File: src/rtl/mips_pkg.sv
// rtl/mips_pkg.sv - shared types and defaults for the memory port arbiter
package mips_pkg;

  localparam int MEM_ADDR_W = 10;
  localparam int MEM_DATA_W = 32;

  typedef enum logic [1:0] {
    RUN   = 2'd0,
    DRAIN = 2'd1,
    EXT   = 2'd2
  } arb_state_t;

  // Identifies which requester owns an access; also used as the read-return tag.
  typedef enum logic [1:0] {
    P_NONE = 2'd0,
    P_DM   = 2'd1,
    P_IF   = 2'd2,
    P_EXT  = 2'd3
  } port_id_t;

endpackage

File: src/rtl/mem_port_arbiter_if.sv
// rtl/mem_port_arbiter_if.sv - requester and memory-side signals of the arbiter
interface mem_port_arbiter_if #(
  parameter int ADDR_W = mips_pkg::MEM_ADDR_W,
  parameter int DATA_W = mips_pkg::MEM_DATA_W
);
  logic              core_halted;
  logic              dm_req;
  logic              dm_we;
  logic [ADDR_W-1:0] dm_addr;
  logic [DATA_W-1:0] dm_wdata;
  logic              dm_gnt;
  logic              dm_rvalid;
  logic              if_req;
  logic [ADDR_W-1:0] if_addr;
  logic              if_gnt;
  logic              if_rvalid;
  logic              ext_req;
  logic              ext_we;
  logic [ADDR_W-1:0] ext_addr;
  logic [DATA_W-1:0] ext_wdata;
  logic              ext_gnt;
  logic              ext_rvalid;
  logic [DATA_W-1:0] rdata;
  logic              mem_en;
  logic              mem_we;
  logic [ADDR_W-1:0] mem_addr;
  logic [DATA_W-1:0] mem_wdata;
  logic [DATA_W-1:0] mem_rdata;

  // Requesters plus the memory array.
  modport master (
    output core_halted, dm_req, dm_we, dm_addr, dm_wdata, if_req, if_addr,
           ext_req, ext_we, ext_addr, ext_wdata, mem_rdata,
    input  dm_gnt, dm_rvalid, if_gnt, if_rvalid, ext_gnt, ext_rvalid, rdata,
           mem_en, mem_we, mem_addr, mem_wdata
  );

  // The arbiter itself.
  modport slave (
    input  core_halted, dm_req, dm_we, dm_addr, dm_wdata, if_req, if_addr,
           ext_req, ext_we, ext_addr, ext_wdata, mem_rdata,
    output dm_gnt, dm_rvalid, if_gnt, if_rvalid, ext_gnt, ext_rvalid, rdata,
           mem_en, mem_we, mem_addr, mem_wdata
  );
endinterface

File: src/rtl/mem_port_arbiter_prio_pick.sv
// rtl/mem_port_arbiter_prio_pick.sv - two-input fixed-priority picker with low-side override
module prio_pick (
  input  logic       hi_req,
  input  logic       lo_req,
  input  logic       lo_override,
  output logic [1:0] pick          // one-hot: [1]=hi, [0]=lo
);

  // High side wins unless the override lets a waiting low side jump ahead.
  always_comb begin
    pick = 2'b00;
    if (lo_override && lo_req) begin
      pick = 2'b01;
    end else if (hi_req) begin
      pick = 2'b10;
    end else if (lo_req) begin
      pick = 2'b01;
    end
  end

endmodule

File: src/rtl/mem_port_arbiter.sv
// rtl/mem_port_arbiter.sv - single-port memory arbiter for data, fetch and loader ports
module mem_port_arbiter
  import mips_pkg::*;
#(
  parameter int ADDR_W     = MEM_ADDR_W,
  parameter int DATA_W     = MEM_DATA_W,
  parameter int STARVE_MAX = 3
) (
  input logic               clk1,
  input logic               rst_n,
  mem_port_arbiter_if.slave bus
);

  localparam int              SC_W   = $clog2(STARVE_MAX + 1);
  localparam logic [SC_W-1:0] SC_MAX = SC_W'(STARVE_MAX);

  arb_state_t        state;
  arb_state_t        state_nx;
  port_id_t          gnt_nx;
  port_id_t          gnt_port;
  port_id_t          rd_tag;
  logic [SC_W-1:0]   starve_cnt;
  logic              starved;
  logic [1:0]        pick;
  logic              mem_we_q;
  logic [ADDR_W-1:0] mem_addr_q;
  logic [DATA_W-1:0] mem_wdata_q;

  assign starved = (starve_cnt == SC_MAX);

  prio_pick u_prio_pick (
    .hi_req      (bus.dm_req),
    .lo_req      (bus.if_req),
    .lo_override (starved),
    .pick        (pick)
  );

  // State register.
  always_ff @(posedge clk1) begin
    if (!rst_n) begin
      state <= RUN;
    end else begin
      state <= state_nx;
    end
  end

  // Next state: halting passes through one DRAIN cycle so the last read returns first.
  always_comb begin
    state_nx = state;
    case (state)
      RUN:     if (bus.core_halted) state_nx = DRAIN;
      DRAIN:   state_nx = EXT;
      EXT:     if (!bus.core_halted) state_nx = RUN;
      default: state_nx = RUN;
    endcase
  end

  // Grant decision: no grant on the cycle a mode change is taken.
  always_comb begin
    gnt_nx = P_NONE;
    case (state)
      RUN: begin
        if (!bus.core_halted) begin
          if (pick[1]) begin
            gnt_nx = P_DM;
          end else if (pick[0]) begin
            gnt_nx = P_IF;
          end
        end
      end
      EXT: begin
        if (bus.core_halted && bus.ext_req) begin
          gnt_nx = P_EXT;
        end
      end
      default: gnt_nx = P_NONE;
    endcase
  end

  // Counts consecutive RUN cycles in which fetch asked and lost; saturates.
  always_ff @(posedge clk1) begin
    if (!rst_n) begin
      starve_cnt <= '0;
    end else if (state != RUN || !bus.if_req || gnt_nx == P_IF) begin
      starve_cnt <= '0;
    end else if (!starved) begin
      starve_cnt <= starve_cnt + 1'b1;
    end
  end

  // Registers the granted access onto the memory bus for one cycle.
  always_ff @(posedge clk1) begin
    if (!rst_n) begin
      gnt_port    <= P_NONE;
      mem_we_q    <= 1'b0;
      mem_addr_q  <= '0;
      mem_wdata_q <= '0;
    end else begin
      gnt_port <= gnt_nx;
      case (gnt_nx)
        P_DM: begin
          mem_we_q    <= bus.dm_we;
          mem_addr_q  <= bus.dm_addr;
          mem_wdata_q <= bus.dm_wdata;
        end
        P_IF: begin
          mem_we_q   <= 1'b0;
          mem_addr_q <= bus.if_addr;
        end
        P_EXT: begin
          mem_we_q    <= bus.ext_we;
          mem_addr_q  <= bus.ext_addr;
          mem_wdata_q <= bus.ext_wdata;
        end
        default: mem_we_q <= 1'b0;
      endcase
    end
  end

  // Remembers who owns the read now in the memory so its data is routed back next cycle.
  always_ff @(posedge clk1) begin
    if (!rst_n) begin
      rd_tag <= P_NONE;
    end else if (gnt_port != P_NONE && !mem_we_q) begin
      rd_tag <= gnt_port;
    end else begin
      rd_tag <= P_NONE;
    end
  end

  assign bus.dm_gnt     = (gnt_port == P_DM);
  assign bus.if_gnt     = (gnt_port == P_IF);
  assign bus.ext_gnt    = (gnt_port == P_EXT);
  assign bus.mem_en     = (gnt_port != P_NONE);
  assign bus.mem_we     = mem_we_q;
  assign bus.mem_addr   = mem_addr_q;
  assign bus.mem_wdata  = mem_wdata_q;
  assign bus.dm_rvalid  = (rd_tag == P_DM);
  assign bus.if_rvalid  = (rd_tag == P_IF);
  assign bus.ext_rvalid = (rd_tag == P_EXT);
  assign bus.rdata      = (rd_tag != P_NONE) ? bus.mem_rdata : '0;

endmodule

File: src/flat_wrapper.sv
// flat-port wrapper written by rule: the top's interface ports become plain ports
module mem_port_arbiter_flat import mips_pkg::*;
#(
  parameter int ADDR_W     = MEM_ADDR_W,
  parameter int DATA_W     = MEM_DATA_W,
  parameter int STARVE_MAX = 3
)
  (clk1, rst_n, bus_core_halted, bus_dm_req, bus_dm_we, bus_dm_addr, bus_dm_wdata, bus_if_req, bus_if_addr, bus_ext_req, bus_ext_we, bus_ext_addr, bus_ext_wdata, bus_mem_rdata, bus_dm_gnt, bus_dm_rvalid, bus_if_gnt, bus_if_rvalid, bus_ext_gnt, bus_ext_rvalid, bus_rdata, bus_mem_en, bus_mem_we, bus_mem_addr, bus_mem_wdata);
  mem_port_arbiter_if #(.ADDR_W(ADDR_W), .DATA_W(DATA_W)) bus_i ();
  input logic clk1;
  input logic rst_n;
  input wire logic [$bits(bus_i.core_halted)-1:0] bus_core_halted;
  input wire logic [$bits(bus_i.dm_req)-1:0] bus_dm_req;
  input wire logic [$bits(bus_i.dm_we)-1:0] bus_dm_we;
  input wire logic [$bits(bus_i.dm_addr)-1:0] bus_dm_addr;
  input wire logic [$bits(bus_i.dm_wdata)-1:0] bus_dm_wdata;
  input wire logic [$bits(bus_i.if_req)-1:0] bus_if_req;
  input wire logic [$bits(bus_i.if_addr)-1:0] bus_if_addr;
  input wire logic [$bits(bus_i.ext_req)-1:0] bus_ext_req;
  input wire logic [$bits(bus_i.ext_we)-1:0] bus_ext_we;
  input wire logic [$bits(bus_i.ext_addr)-1:0] bus_ext_addr;
  input wire logic [$bits(bus_i.ext_wdata)-1:0] bus_ext_wdata;
  input wire logic [$bits(bus_i.mem_rdata)-1:0] bus_mem_rdata;
  output wire logic [$bits(bus_i.dm_gnt)-1:0] bus_dm_gnt;
  output wire logic [$bits(bus_i.dm_rvalid)-1:0] bus_dm_rvalid;
  output wire logic [$bits(bus_i.if_gnt)-1:0] bus_if_gnt;
  output wire logic [$bits(bus_i.if_rvalid)-1:0] bus_if_rvalid;
  output wire logic [$bits(bus_i.ext_gnt)-1:0] bus_ext_gnt;
  output wire logic [$bits(bus_i.ext_rvalid)-1:0] bus_ext_rvalid;
  output wire logic [$bits(bus_i.rdata)-1:0] bus_rdata;
  output wire logic [$bits(bus_i.mem_en)-1:0] bus_mem_en;
  output wire logic [$bits(bus_i.mem_we)-1:0] bus_mem_we;
  output wire logic [$bits(bus_i.mem_addr)-1:0] bus_mem_addr;
  output wire logic [$bits(bus_i.mem_wdata)-1:0] bus_mem_wdata;
  assign bus_i.core_halted = bus_core_halted;
  assign bus_i.dm_req = bus_dm_req;
  assign bus_i.dm_we = bus_dm_we;
  assign bus_i.dm_addr = bus_dm_addr;
  assign bus_i.dm_wdata = bus_dm_wdata;
  assign bus_i.if_req = bus_if_req;
  assign bus_i.if_addr = bus_if_addr;
  assign bus_i.ext_req = bus_ext_req;
  assign bus_i.ext_we = bus_ext_we;
  assign bus_i.ext_addr = bus_ext_addr;
  assign bus_i.ext_wdata = bus_ext_wdata;
  assign bus_i.mem_rdata = bus_mem_rdata;
  assign bus_dm_gnt = bus_i.dm_gnt;
  assign bus_dm_rvalid = bus_i.dm_rvalid;
  assign bus_if_gnt = bus_i.if_gnt;
  assign bus_if_rvalid = bus_i.if_rvalid;
  assign bus_ext_gnt = bus_i.ext_gnt;
  assign bus_ext_rvalid = bus_i.ext_rvalid;
  assign bus_rdata = bus_i.rdata;
  assign bus_mem_en = bus_i.mem_en;
  assign bus_mem_we = bus_i.mem_we;
  assign bus_mem_addr = bus_i.mem_addr;
  assign bus_mem_wdata = bus_i.mem_wdata;
  mem_port_arbiter #(.ADDR_W(ADDR_W), .DATA_W(DATA_W), .STARVE_MAX(STARVE_MAX)) u_core (.clk1(clk1), .rst_n(rst_n), .bus(bus_i));
endmodule
File: config.mk
export PLATFORM = sky130hd
export DESIGN_NAME = mem_port_arbiter_flat
export DESIGN_NICKNAME = d
export VERILOG_FILES = /design/src/rtl/mips_pkg.sv /design/src/rtl/mem_port_arbiter_if.sv /design/src/rtl/mem_port_arbiter_prio_pick.sv /design/src/rtl/mem_port_arbiter.sv /design/src/flat_wrapper.sv
export SDC_FILE = /design/constraint.sdc
export NUM_CORES = 1
export LEC_CHECK = 0
export ABC_AREA = 1
export CORE_MARGIN = 2
export CORE_UTILIZATION = 31
export DETAILED_ROUTE_END_ITERATION = 7
export PLACE_DENSITY = 0.75
export REMOVE_ABC_BUFFERS = 1
export SKIP_CTS_REPAIR_TIMING = 1
export SYNTH_ARGS = -nofsm -noshare
export SYNTH_HDL_FRONTEND = slang
export SYNTH_SLANG_ARGS = --single-unit
File: constraint.sdc
create_clock -name clk1 -period 1.5 [get_ports clk1]
set_clock_uncertainty 0.15 [all_clocks]
set_input_delay 0.375 -clock clk1 [delete_from_list [all_inputs] [get_ports clk1]]
set_output_delay 0.375 -clock clk1 [all_outputs]
set_load 0.005 [all_outputs]
### After elaboration in Yosys (flattened, before gate mapping)

Cells that the tools add are included.

* muxes and demuxes: 15
* equal/unequal tests: 14
* reduce and logical (&&, ||, !) cells: 16
* add/sub/neg operators: 1
* bitwise logic cells: 1

Operator list (number)
* case mux 32 bit (2 select lines): 1
* 2-to-1 mux 32 bit: 1
* case mux 10 bit (3 select lines): 1
* equality test 2 bit, second input constant: 8
* 2-to-1 mux 2 bit: 8
* equality test 2 x 1 -> 1 bit, second input constant: 4
* nonzero test 2 bit: 4
* case mux 2 bit (3 select lines): 1
* != test 2 bit, second input constant: 2
* case mux 2 bit (2 select lines): 1
* AND reduction 2 bit: 2
* logical AND 1 bit: 3
* nonzero test 3 bit: 1
* adder 2 x 1 -> 2 bit, second input constant: 1
* logical NOT 1 bit: 2
* logical NOT 2 bit: 1
* logical OR 1 bit: 2
* case mux 1 bit (2 select lines): 1
* OR reduction 2 bit: 1
* 2-to-1 mux 1 bit: 1
* NOT 1 bit: 1

* word-level logic and storage cells: 54
* input bits: 134
* register bits: 51

### Logic depth before layout (Yosys ltp)

Gate-level depths: netlist (run 1).

* word-level depth: 10
* gate-level depth with buffers: 11
* mapped depth without buffers: 10

### Cells and area by module

A second synthesis (run 1) with hierarchy kept.

* cells, all modules: 453
* area total of the unflattened synthesis: 2755.1 um^2

Modules (own cells, without submodules)
* mem_port_arbiter: cells each 448, area an instance 2735.1 um^2, sequential area each 1021.0 um^2, times used 1
* prio_pick: cells each 5, area an instance 20.0 um^2, sequential area each 0.0 um^2, times used 1

### Least setup slack after synthesis (run 1)

Ideal clock, no wire load.

* path kind: reg2reg
* start: register u_core.starve_cnt[0]
* end: register u_core.mem_wdata_q[25] (netlist: u_core.bus.mem_wdata[25])
* data arrival time: 1357 ps
* library setup time: 132 ps
* buffers on the path: 1
* slack: -140 ps
* clock period less this slack: 1640 ps
* cell stages (with the launch flop): 9
* cells stage by stage: dfxtp_1 ha_1 nand2_1 nand2_1 nor3_1 nor2_4 buf_6 nand2_1 a21oi_1

* longest elaborated chain between the ends: 9
* elaborated cells on any way between the ends: 11
* classes of those cells: eq/ne (3); mux (6); reduce/logical (2)

RTL lines
* from (decl): RTL line mem_port_arbiter.sv:22 `logic [SC_W-1:0] starve_cnt;`
* from (signal assigned): RTL line mem_port_arbiter.sv:87 `starve_cnt <= starve_cnt + 1'b1;`
* equality test 2 bit *: RTL line mem_port_arbiter.sv:29 `assign starved = (starve_cnt == SC_MAX);`
* logical AND 1 bit *: RTL line mem_port_arbiter_prio_pick.sv:12 `if (lo_override && lo_req) begin`
* 2-to-1 mux 2 bit *: RTL line mem_port_arbiter_prio_pick.sv:12
* 2-to-1 mux 2 bit: RTL line mem_port_arbiter.sv:66 `end else if (pick[0]) begin`
* 2-to-1 mux 2 bit *: RTL line mem_port_arbiter.sv:64 `if (pick[1]) begin`
* 2-to-1 mux 2 bit *: RTL line mem_port_arbiter.sv:63 `if (!bus.core_halted) begin`
* case mux 2 bit (2 select lines) *: RTL line mem_port_arbiter.sv:61 `case (state)`
* equality test 2 bit / equality test 2 x 1 -> 1 bit (equally long branches): RTL line mem_port_arbiter.sv:100 `case (gnt_nx)`
* case mux 32 bit (2 select lines) / nonzero test 2 bit (equally long branches)
* to (signal assigned): RTL line mem_port_arbiter.sv:104 `mem_wdata_q <= bus.dm_wdata;`
* to (signal assigned): RTL line mem_port_arbiter.sv:113 `mem_wdata_q <= bus.ext_wdata;`
* to (decl): RTL line mem_port_arbiter.sv:27 `logic [DATA_W-1:0] mem_wdata_q;`

Mark *: on every way between the ends. The rest lies on a longest branch, timed or not.
A chain may end at the register's enable or synchronous reset.

### Final worst setup path (run 1)

* start: register u_core.rd_tag[1]
* end: output port bus_rdata[0]

* longest elaborated chain between the ends: 2

RTL lines
* from (decl): RTL line mem_port_arbiter.sv:21 `port_id_t rd_tag;`
* from (signal assigned): RTL line mem_port_arbiter.sv:125 `rd_tag <= gnt_port;`
* nonzero test 2 bit: RTL line mem_port_arbiter.sv:141 `assign bus.rdata = (rd_tag != P_NONE) ? bus.mem_rdata : '0;`
* 2-to-1 mux 32 bit: RTL line mem_port_arbiter.sv:141
* to (decl): RTL line flat_wrapper.sv:30 `output wire logic [$bits(bus_i.rdata)-1:0] bus_rdata;`

No other way between the ends.

==> results by group, run 1 <==
Layout
  – Area of the multi-input gates: 0.00201 mm^2
  – Area Growth Syn to Fin: 121%
  – Fraction of layout cells with a size suffix above 1: 32.8%
  – Final Util: 70.1%
  – ANT cells: 0
  – Nets@finish: between 800 and 900
  – Non-Filler Instances: 862
  – Reg area: between 0.001 and 0.0015 mm^2
  – Fill count: 738

Clock network
  – Total CTS buffers: 5
  – CTS tree: built
  – Root Buffer: clkbuf_8
  – Clock Pin Slew Worst Setup and Hold Paths: 0.10 ns
  – Worst skew pair latency: around 0.30 ns
  – Clock buffer depth: 2
  – CTS Sinks: 51
  – # H-tree levels: 2

Placed design
  – PortBufs: ~220
  – GP Congestion: between 0.8 and 0.9
  – Worst slack, placed: -0.804 ns
  – DP Wirelength: 8600 um
  – Placed insts: between 800 and 900

Min path
  – Hold Path Origin: u_core.bus.mem_we
  – Hold depth: 1
  – Hold Path End: u_core.rd_tag[1]
  – Hold Crit Class: reg2reg

Critical path
  – Critical Path RT: 0.97 ns
  – Crit path max fanout: 16
  – Critical Path End Type: primary output
  – Critical Path, Cell by Cell: buf_4 -> nor2_4 -> buf_12 -> nor2_1 -> dlymetal6s2s_1
  – Reg2reg setup slack: -0.10 ns
  – Setup Crit Path Kind: reg2out
  – Worst r2r dst: u_core.bus.mem_wdata[24]
  – Critical Path AT: ~1.3 ns
  – Reg2Reg Depth: 8
  – Largest stage delay, worst path: 0.36 ns
  – Worst R2R Start: u_core.starve_cnt[0]
  – Slowest stage cell, crit path: dfxtp_4
  – Worst setup SP type: register

STA
  – Worst setup margin: -0.291 ns
  – Minimum clock period: 1.79 ns
  – Final hold viol count: 0
  – Final setup fails: 80
  – Max Freq: 0.558 GHz
  – Worst-margin pin slew: 0.316 ns
  – Fin crit share: 119%
  – RSZ-0062 raised after global routing: true
  – Slew HR: 78.9%
  – Slew Limit Fails: 0

Logic synthesis
  – Seq/Total Area, Yosys: 35.0%
  – Yosys top cell area share: 35.0%
  – Most frequent cell after synthesis: nand2_1
  – Unique masters post-synth: 20
  – Leading area contributor after synthesis: dfxtp_1
  – Flop and latch count out of synthesis: between 50 and 60
  – Syn Inst Count: between 400 and 500
  – Post-synth EDFFs: 0
  – Mapped cell area: 0.00292 mm^2
  – Synth cell count leaders: nand2_1, nor2_1, inv_1
  – Synth Flop Type: dfxtp_1
  – Synthesized area per cell: 5.85 um^2
  – Area contributors post-synth: dfxtp_1, nand2_1, nor2_1, inv_1, a21oi_1
  – Synth async-reset ratio: 0%
  – Yosys warnings: 0

Global routing
  – GRT Overall Usage: 19.4%
  – GRT overflow: 0
  – Largest net degree at the start of global routing: 33
  – Initial antenna violation count: 0
  – Vias in the first global route: 3475
  – Global-route wire length before repair: ~16000 um

Routing
  – Antenna Nets Post-Route: 0
  – Drt total wl: 13500 um
  – WL per Instance: between 15 and 20 um
  – DR pass1 iterations: 4
  – DRC viols: 0
  – Via count: 4040
  – DR iter-0 viols: 97
  – Via density: 4.69

Floorplanning
  – Die height: 101 um
  – Rows: 35
  – I/O Pins: 216
  – Full die area: 0.0102 mm^2
  – Overall die width: 101 um
  – Core ar.: 0.00920 mm^2
  – Effective utilization at floorplan: 31.7%

Pwr
  – Design Power: about 3.8 mW
  – Lkg Pwr: 3.81 nW
  – Worst vdd ir: approximately 500 uV
  – PD cells: 594 mW/mm^2

Flow run
  – Max-cap violations: 0

Outcome
  – Failing checks: setup timing
  – Outcome: complete, but fails checks
-- metal layers --
layer,GRT usage (%),wire [um],vias to the layer above
li1,-,-,2002
met1,19.4,5030,1842
met2,39.1,7200,163
met3,4.65,915,33
met4,5.82,379,0
met5,0,0,-
-- sequential cells by signal (all words and copies together), names as in the netlist --
name,flops
u_core.bus.mem_wdata,32
u_core.bus.mem_addr,10
u_core.gnt_port,2
u_core.rd_tag,2
u_core.starve_cnt,2
u_core.state,2
u_core.bus.mem_we,1
-- logic make-up after synthesis --
group           synth area share [%]
compound gates                  6.17
xor+xnor                       0.300
fa+ha+maj                      0.429
buf+inv                         14.3
flops                           35.0
mux                            0.343
simple gates                    43.4
-- worst max path at each step --
stage,start,end,slack [ns],cells past startpoint
2_1_floorplan,bus_ext_req,u_core.bus.mem_wdata[5],-1.39,7
3_3_place_gp,u_core.rd_tag[0],bus_rdata[9],-0.70,3
3_5_place_dp,u_core.rd_tag[0],bus_rdata[19],-0.80,3
4_1_cts,u_core.rd_tag[0],bus_rdata[19],-1.15,3
5_1_grt,u_core.rd_tag[1],bus_rdata[30],-0.35,5
6_report,u_core.rd_tag[1],bus_rdata[0],-0.29,5
-- cell type report --
class / count / share of cell area (%)
clock buffers: 5 / 1.07
flip-flops and latches: 51 / 16.5
repair buffers: 271 / 44.3
clock inverters: 3 / 0.679
well taps: 111 / 2.15
multi-input cells: 356 / 31.2
inverters: 65 / 4.14
-- layout by cell type (no fill, tap or decap), types with 9 or more instances in the layout --
cell type	instances
nand2_1	158
a21oi_2	28
nand2_2	32
dlymetal6s2s_1	50
clkdlybuf4s50_1	129
inv_1	57
nand2_4	21
buf_12	10
nand4_1	10
clkbuf_16	9
clkbuf_2	34
nand3_1	10
nand3_2	9
buf_6	14
nor2_1	55
buf_4	23
dfxtp_2	25
dfxtp_1	23
-- report_power, final --
part / total, mW / switching (mW) / internal, mW
Combinational: 1.34 / 0.566 / 0.777
Sequential: 1.50 / 0.0590 / 1.44
Clock: 0.980 / 0.482 / 0.498
Total: 3.83 / 1.11 / 2.72
-- per-stage QoR --
stage                     TNS [ns]  instance area, um^2  hold slack (ns)
after global placement      -43.44                 5360            0.296
after global routing        -16.58                 6440            0.297
after CTS                   -53.54                 5470            0.315
after floorplan             -73.20                 2740            0.297
final                       -10.69                 6440            0.276
after detailed placement    -46.15                 5360            0.300
-- worst max-delay path, delay by kind of cell, from the launching register on --
| kind | cells | cell delay (ns) |
|---|---|---|
| buffers and inverters | 3 | 0.42 |
| flip-flops | 1 | 0.36 |
| AND/OR/NAND/NOR | 2 | 0.17 |
Power figures use the tool's default switching activity.
==> inputs of run 2 (changes only) <==
--- a/config.mk
+++ b/config.mk
@@ -15,3 +15,4 @@
 export SYNTH_ARGS = -nofsm -noshare
 export SYNTH_HDL_FRONTEND = slang
 export SYNTH_SLANG_ARGS = --single-unit
+export TNS_END_PERCENT = 50
==> results by group, run 2 (synthesis results as in run 1) <==
Routing
  – WL per Instance: 14.8 um
  – Drt total wl: 12700 um
  – Antenna Nets Post-Route: 0
  – DR iter-0 viols: approximately 90
  – Via count: 3989
  – DRC viols: 0
  – DR pass1 iterations: 4
  – Via density: 4.64

STA
  – Slew HR: roughly 83%
  – RSZ-0062 raised after global routing: true
  – Max Freq: 0.559 GHz
  – Final setup fails: 74
  – Final hold viol count: 0
  – Fin crit share: 119%
  – Worst setup margin: -0.289 ns
  – Minimum clock period: around 1.8 ns
  – Slew Limit Fails: 0
  – Worst-margin pin slew: 0.262 ns

Floorplanning
  – I/O Pins: 216
  – Full die area: 0.0102 mm^2
  – Overall die width: 101 um
  – Core ar.: 0.00920 mm^2
  – Die height: just over 100 um
  – Rows: 35
  – Effective utilization at floorplan: 31.7%

Pwr
  – Clk pwr share: 25.9%
  – PD cells: around 600 mW/mm^2
  – Switching share of power: 27.9%
  – Lkg Pwr: 3.71 nW
  – Comb power frac: 33.9%
  – Net Sw Power: 1.04 mW
  – Worst vdd ir: 500 uV
  – Flop pwr share: approximately two fifths
  – Internal power: 2.68 mW
  – Design Power: 3.71 mW

Layout
  – Fraction of layout cells with a size suffix above 1: 28.5%
  – Nets@finish: about 900
  – Max reg flops: 32
  – Final Util: about two thirds
  – Fill count: 759
  – Most frequent cells in the layout: nand2_1, clkdlybuf4s50_1, inv_1, nor2_1, dlymetal6s2s_1
  – Area Growth Syn to Fin: 114%
  – Commonest non-fill, non-tap cell in the layout: nand2_1

Global routing
  – GRT Overall Usage: 19.4%
  – Global-route wire length before repair: 15800 um
  – Vias in the first global route: 3475
  – GRT overflow: 0
  – Initial antenna violation count: 1
  – Largest net degree at the start of global routing: 33

Outcome
  – Outcome: complete, but fails checks
  – Failing checks: setup timing

Critical path
  – Slowest stage cell, crit path: dfxtp_4
  – Worst r2r dst: u_core.bus.mem_addr[1]
  – Worst setup SP type: register
  – Reg2Reg Depth: 11
  – Critical Path End Type: primary output
  – Kind of cell adding the most delay to the critical path: buffers and inverters
  – WP buf/inv: 3
  – Worst R2R Start: u_core.state[0]
  – Critical Path AT: 1.26 ns
  – Setup Crit Path Kind: reg2out
  – Critical Path, Cell by Cell: buf_4 -> nor2_4 -> buf_12 -> nor2_1 -> dlymetal6s2s_1
  – Critical Path RT: 0.97 ns
  – Reg2reg setup slack: -0.10 ns
  – Crit path max fanout: 16
  – Largest stage delay, worst path: 0.36 ns

Clock network
  – Clock Pin Slew Worst Setup and Hold Paths: 0.10 ns
  – # H-tree levels: 2
  – Worst skew pair latency: roughly 0.30 ns
  – Root Buffer: clkbuf_8
  – CTS tree: built
  – Total CTS buffers: 5
  – CTS Sinks: 51
  – Clock buffer depth: 2

Min path
  – Hold Path End: u_core.rd_tag[1]
  – Hold Path Origin: u_core.bus.mem_we
  – Hold depth: 1
  – Hold Crit Class: reg2reg

Placed design
  – DP Wirelength: 8600 um
  – GP Congestion: just over 0.8
  – Worst slack, placed: -0.804 ns
  – PortBufs: approximately 220

Flow run
  – Max-cap violations: 0
-- run 2: cell count changes in the layout (fill, tap and decap cells not counted), moves of 2 or more --
cell,before,now
clkbuf_16,9,7
nand2_1,158,175
buf_6,14,12
dfxtp_1,23,25
a21oi_2,28,19
nand2_4,21,9
dfxtp_2,25,23
nand2_2,32,27
a21oi_1,8,17
-- run 2: how the worst max path moves through the flow --
stage	startpoint	endpoint	slack, ns	cells after the start
global route	u_core.rd_tag[1]	bus_rdata[30]	-0.35	5
detailed placement	u_core.rd_tag[0]	bus_rdata[19]	-0.80	3
CTS	u_core.rd_tag[0]	bus_rdata[19]	-1.15	3
global placement	u_core.rd_tag[0]	bus_rdata[9]	-0.70	3
floorplan	bus_ext_req	u_core.bus.mem_wdata[5]	-1.39	7
finish	u_core.rd_tag[1]	bus_rdata[0]	-0.29	5
-- run 2: metrics by stage --
stage               hold slack [ns]  area (um^2)  cells  setup TNS, ns
finish                        0.276         6230    859          -9.05
global route                  0.297         6230    859         -15.21
CTS                           0.315         5470    833         -53.54
detailed placement            0.300         5360    825         -46.15
global placement              0.296         5360    825         -43.44
floorplan                     0.297         2740    470         -73.20
-- run 2: power groups by stage --
stage / logic (mW) / registers [mW] / clock network (mW)
3_5_place_dp: 1.07 / 1.51 / 0
2_1_floorplan: 0.332 / 1.52 / 0
4_1_cts: 1.08 / 1.48 / 0.987
5_1_grt: 1.36 / 1.50 / 1.05
6_report: 1.26 / 1.49 / 0.962
3_3_place_gp: 1.06 / 1.51 / 0
-- run 2: cell type report --
type	instances	area (um^2)	share of cell area, %
Multi-Input combinational cell	356	1870	30.0
Clock inverter	3	43.8	0.703
Inverter	65	267	4.28
Clock buffer	5	68.8	1.10
Antenna cell	1	2.50	0.0401
Tap cell	111	139	2.23
Timing Repair Buffer	267	2780	44.6
Sequential cell	51	1060	17.0
-- run 2: per-layer routing --
layer  share of wire (%)  global-route usage (%)  vias to the layer above
li1                    -                       -                     1996
met2                  54                    39.1                      166
met1                  36                    19.4                     1796
met4                 2.9                    5.82                        0
met3                 7.6                    4.65                       31
met5                   0                       0                        -
==> inputs of run 3 (changes only) <==
--- a/config.mk
+++ b/config.mk
@@ -7,9 +7,9 @@
 export LEC_CHECK = 0
 export ABC_AREA = 1
 export CORE_MARGIN = 2
-export CORE_UTILIZATION = 31
+export CORE_UTILIZATION = 35
 export DETAILED_ROUTE_END_ITERATION = 7
-export PLACE_DENSITY = 0.75
+export PLACE_DENSITY = 0.85
 export REMOVE_ABC_BUFFERS = 1
 export SKIP_CTS_REPAIR_TIMING = 1
 export SYNTH_ARGS = -nofsm -noshare
==> constraint.sdc (replaced) <==
create_clock -name clk1 -period 1.9 [get_ports clk1]
set_clock_uncertainty 0.15 [all_clocks]
set_input_delay 0.475 -clock clk1 [delete_from_list [all_inputs] [get_ports clk1]]
set_output_delay 0.475 -clock clk1 [all_outputs]
set_load 0.005 [all_outputs]
==> results by group, run 3 (synthesis results as in run 1) <==
Floorplanning
  – Full die area: 0.00908 mm^2
  – Rows: 33
  – Core ar.: 0.00813 mm^2
  – I/O Pins: 216
  – Die height: 95.3 um
  – Effective utilization at floorplan: 35.9%
  – Overall die width: 95.3 um

Routing
  – WL per Instance: 12.9 um
  – Via density: 4.62
  – Via count: 3832
  – Antenna Nets Post-Route: 0
  – Drt total wl: 10700 um
  – DR iter-0 viols: around 110
  – DR pass1 iterations: 4
  – DRC viols: 0

Placed design
  – DP Wirelength: 8280 um
  – GP Congestion: 0.829
  – Worst slack, placed: -0.520 ns
  – Placed insts: 817
  – PortBufs: 215

Critical path
  – Critical Path AT: roughly 1.3 ns
  – Largest stage delay, worst path: 0.46 ns
  – Slowest stage cell, crit path: clkdlybuf4s50_1
  – Crit path max fanout: 1
  – Worst setup SP type: input pin
  – Setup Crit Path Kind: in2out
  – Critical Path RT: approximately 1.3 ns
  – Critical Path, Cell by Cell: clkdlybuf4s50_1 -> inv_1 -> nor2_1 -> clkbuf_2
  – Reg2Reg Depth: 9
  – Critical Path End Type: primary output

Clock network
  – # H-tree levels: 2
  – Clock Pin Slew Worst Setup and Hold Paths: approximately 0.1 ns
  – Root Buffer: clkbuf_8
  – Worst skew pair latency: roughly 0.3 ns
  – Clock buffer depth: 2
  – CTS tree: built
  – CTS Sinks: between 50 and 60
  – Total CTS buffers: 5

Layout
  – Non-Filler Instances: 830
  – Reg area: 0.00103 mm^2
  – Area of the multi-input gates: ~0.0015 mm^2
  – Area Growth Syn to Fin: 91.6%
  – Most frequent cells in the layout: nand2_1, clkdlybuf4s50_1, inv_1, nor2_1, dfxtp_1
  – Nets@finish: 859
  – ANT cells: 0
  – Fraction of layout cells with a size suffix above 1: under 10%
  – Max reg flops: 32
  – Commonest non-fill, non-tap cell in the layout: nand2_1
  – Fill count: around 650

STA
  – Worst-margin pin slew: approximately 0.29 ns
  – Setup TNS Final: -0.0304 ns
  – Slew Limit Fails: 0
  – Slew HR: 80.9%
  – Worst hold slack: 0.314 ns
  – Final hold viol count: 0
  – Final setup fails: 1
  – Worst setup margin: -0.0304 ns
  – Max Freq: 0.518 GHz
  – Minimum clock period: 1.93 ns
  – Fin crit share: 102%

Global routing
  – Global-route wire length before repair: about 15000 um
  – GRT overflow: 0
  – Initial antenna violation count: 0
  – Largest net degree at the start of global routing: 33
  – GRT Overall Usage: 21.1%
  – Vias in the first global route: 3483

Outcome
  – Outcome: complete, but fails checks
  – Failing checks: setup timing

Pwr
  – Worst vdd ir: approximately 300 uV
  – Lkg Pwr: 3.19 nW
  – PD cells: 480 mW/mm^2

Min path
  – Hold Crit Class: reg2reg
  – Hold depth: 2

Flow run
  – Max-cap violations: 0
run 3: cell count changes in the layout (fill, tap and decap cells not counted), sizes merged, moves of 2 or more:
| cell | delta |
|---|---|
| buf | -16 |
| clkbuf | -38 |
| clkdlybuf4s50 | +47 |
| clkinv | -2 |
| dlymetal6s2s | -14 |
| inv | +3 |
run 3: critical path: cells and delay by family:
family | cells | cell delay [ns]
buffers and inverters | 3 | 0.67
and+or+nand+nor | 1 | 0.16
run 3: area by class of cell:
cell class / count / area share (%)
clock inverter: 3 / 0.470
timing repair buffer: 246 / 46.1
sequential: 51 / 18.5
multi-input combinational: 355 / 27.0
tap: 105 / 2.35
clock buffer: 5 / 1.23
inverter: 65 / 4.36
run 3: per-layer routing:
layer / wire length [um] / track usage [%] / vias to the layer above
met5: 0 / 0 / -
met4: 227 / 5.92 / 0
met3: 1040 / 6.56 / 18
met2: 5670 / 42.4 / 139
met1: 3770 / 20.3 / 1727
li1: - / - / 1948
run 3: path summary, 6_finish.rpt:
kind,start,end,slack (ns)
worst max-delay path,bus_mem_rdata[11],bus_rdata[11],-0.03
worst min-delay path,u_core.bus.mem_wdata[15],u_core.bus.mem_wdata[15],0.31
worst max register to register,u_core.starve_cnt[0],u_core.bus.mem_wdata[23],0.13
worst min register to register,u_core.bus.mem_wdata[15],u_core.bus.mem_wdata[15],0.31
run 3: power by group:
part           leakage [nW]  switching (mW)  internal [mW]  total [mW]
combinational          2.72           0.326          0.528       0.854
clock                0.0491           0.385          0.272       0.657
sequential            0.420          0.0358           1.13        1.17
run 3: metrics by stage:
| step | instance area, um^2 | utilization [%] | power [mW] |
|---|---|---|---|
| floorplan | 2740 | - | 1.46 |
| global placement | 5320 | 65.4 | 2.02 |
| detailed placement | 5320 | 65.4 | 2.04 |
| CTS | 5420 | 66.6 | 2.70 |
| global route | 5590 | 68.7 | 2.84 |
| finish | 5590 | 68.7 | 2.68 |
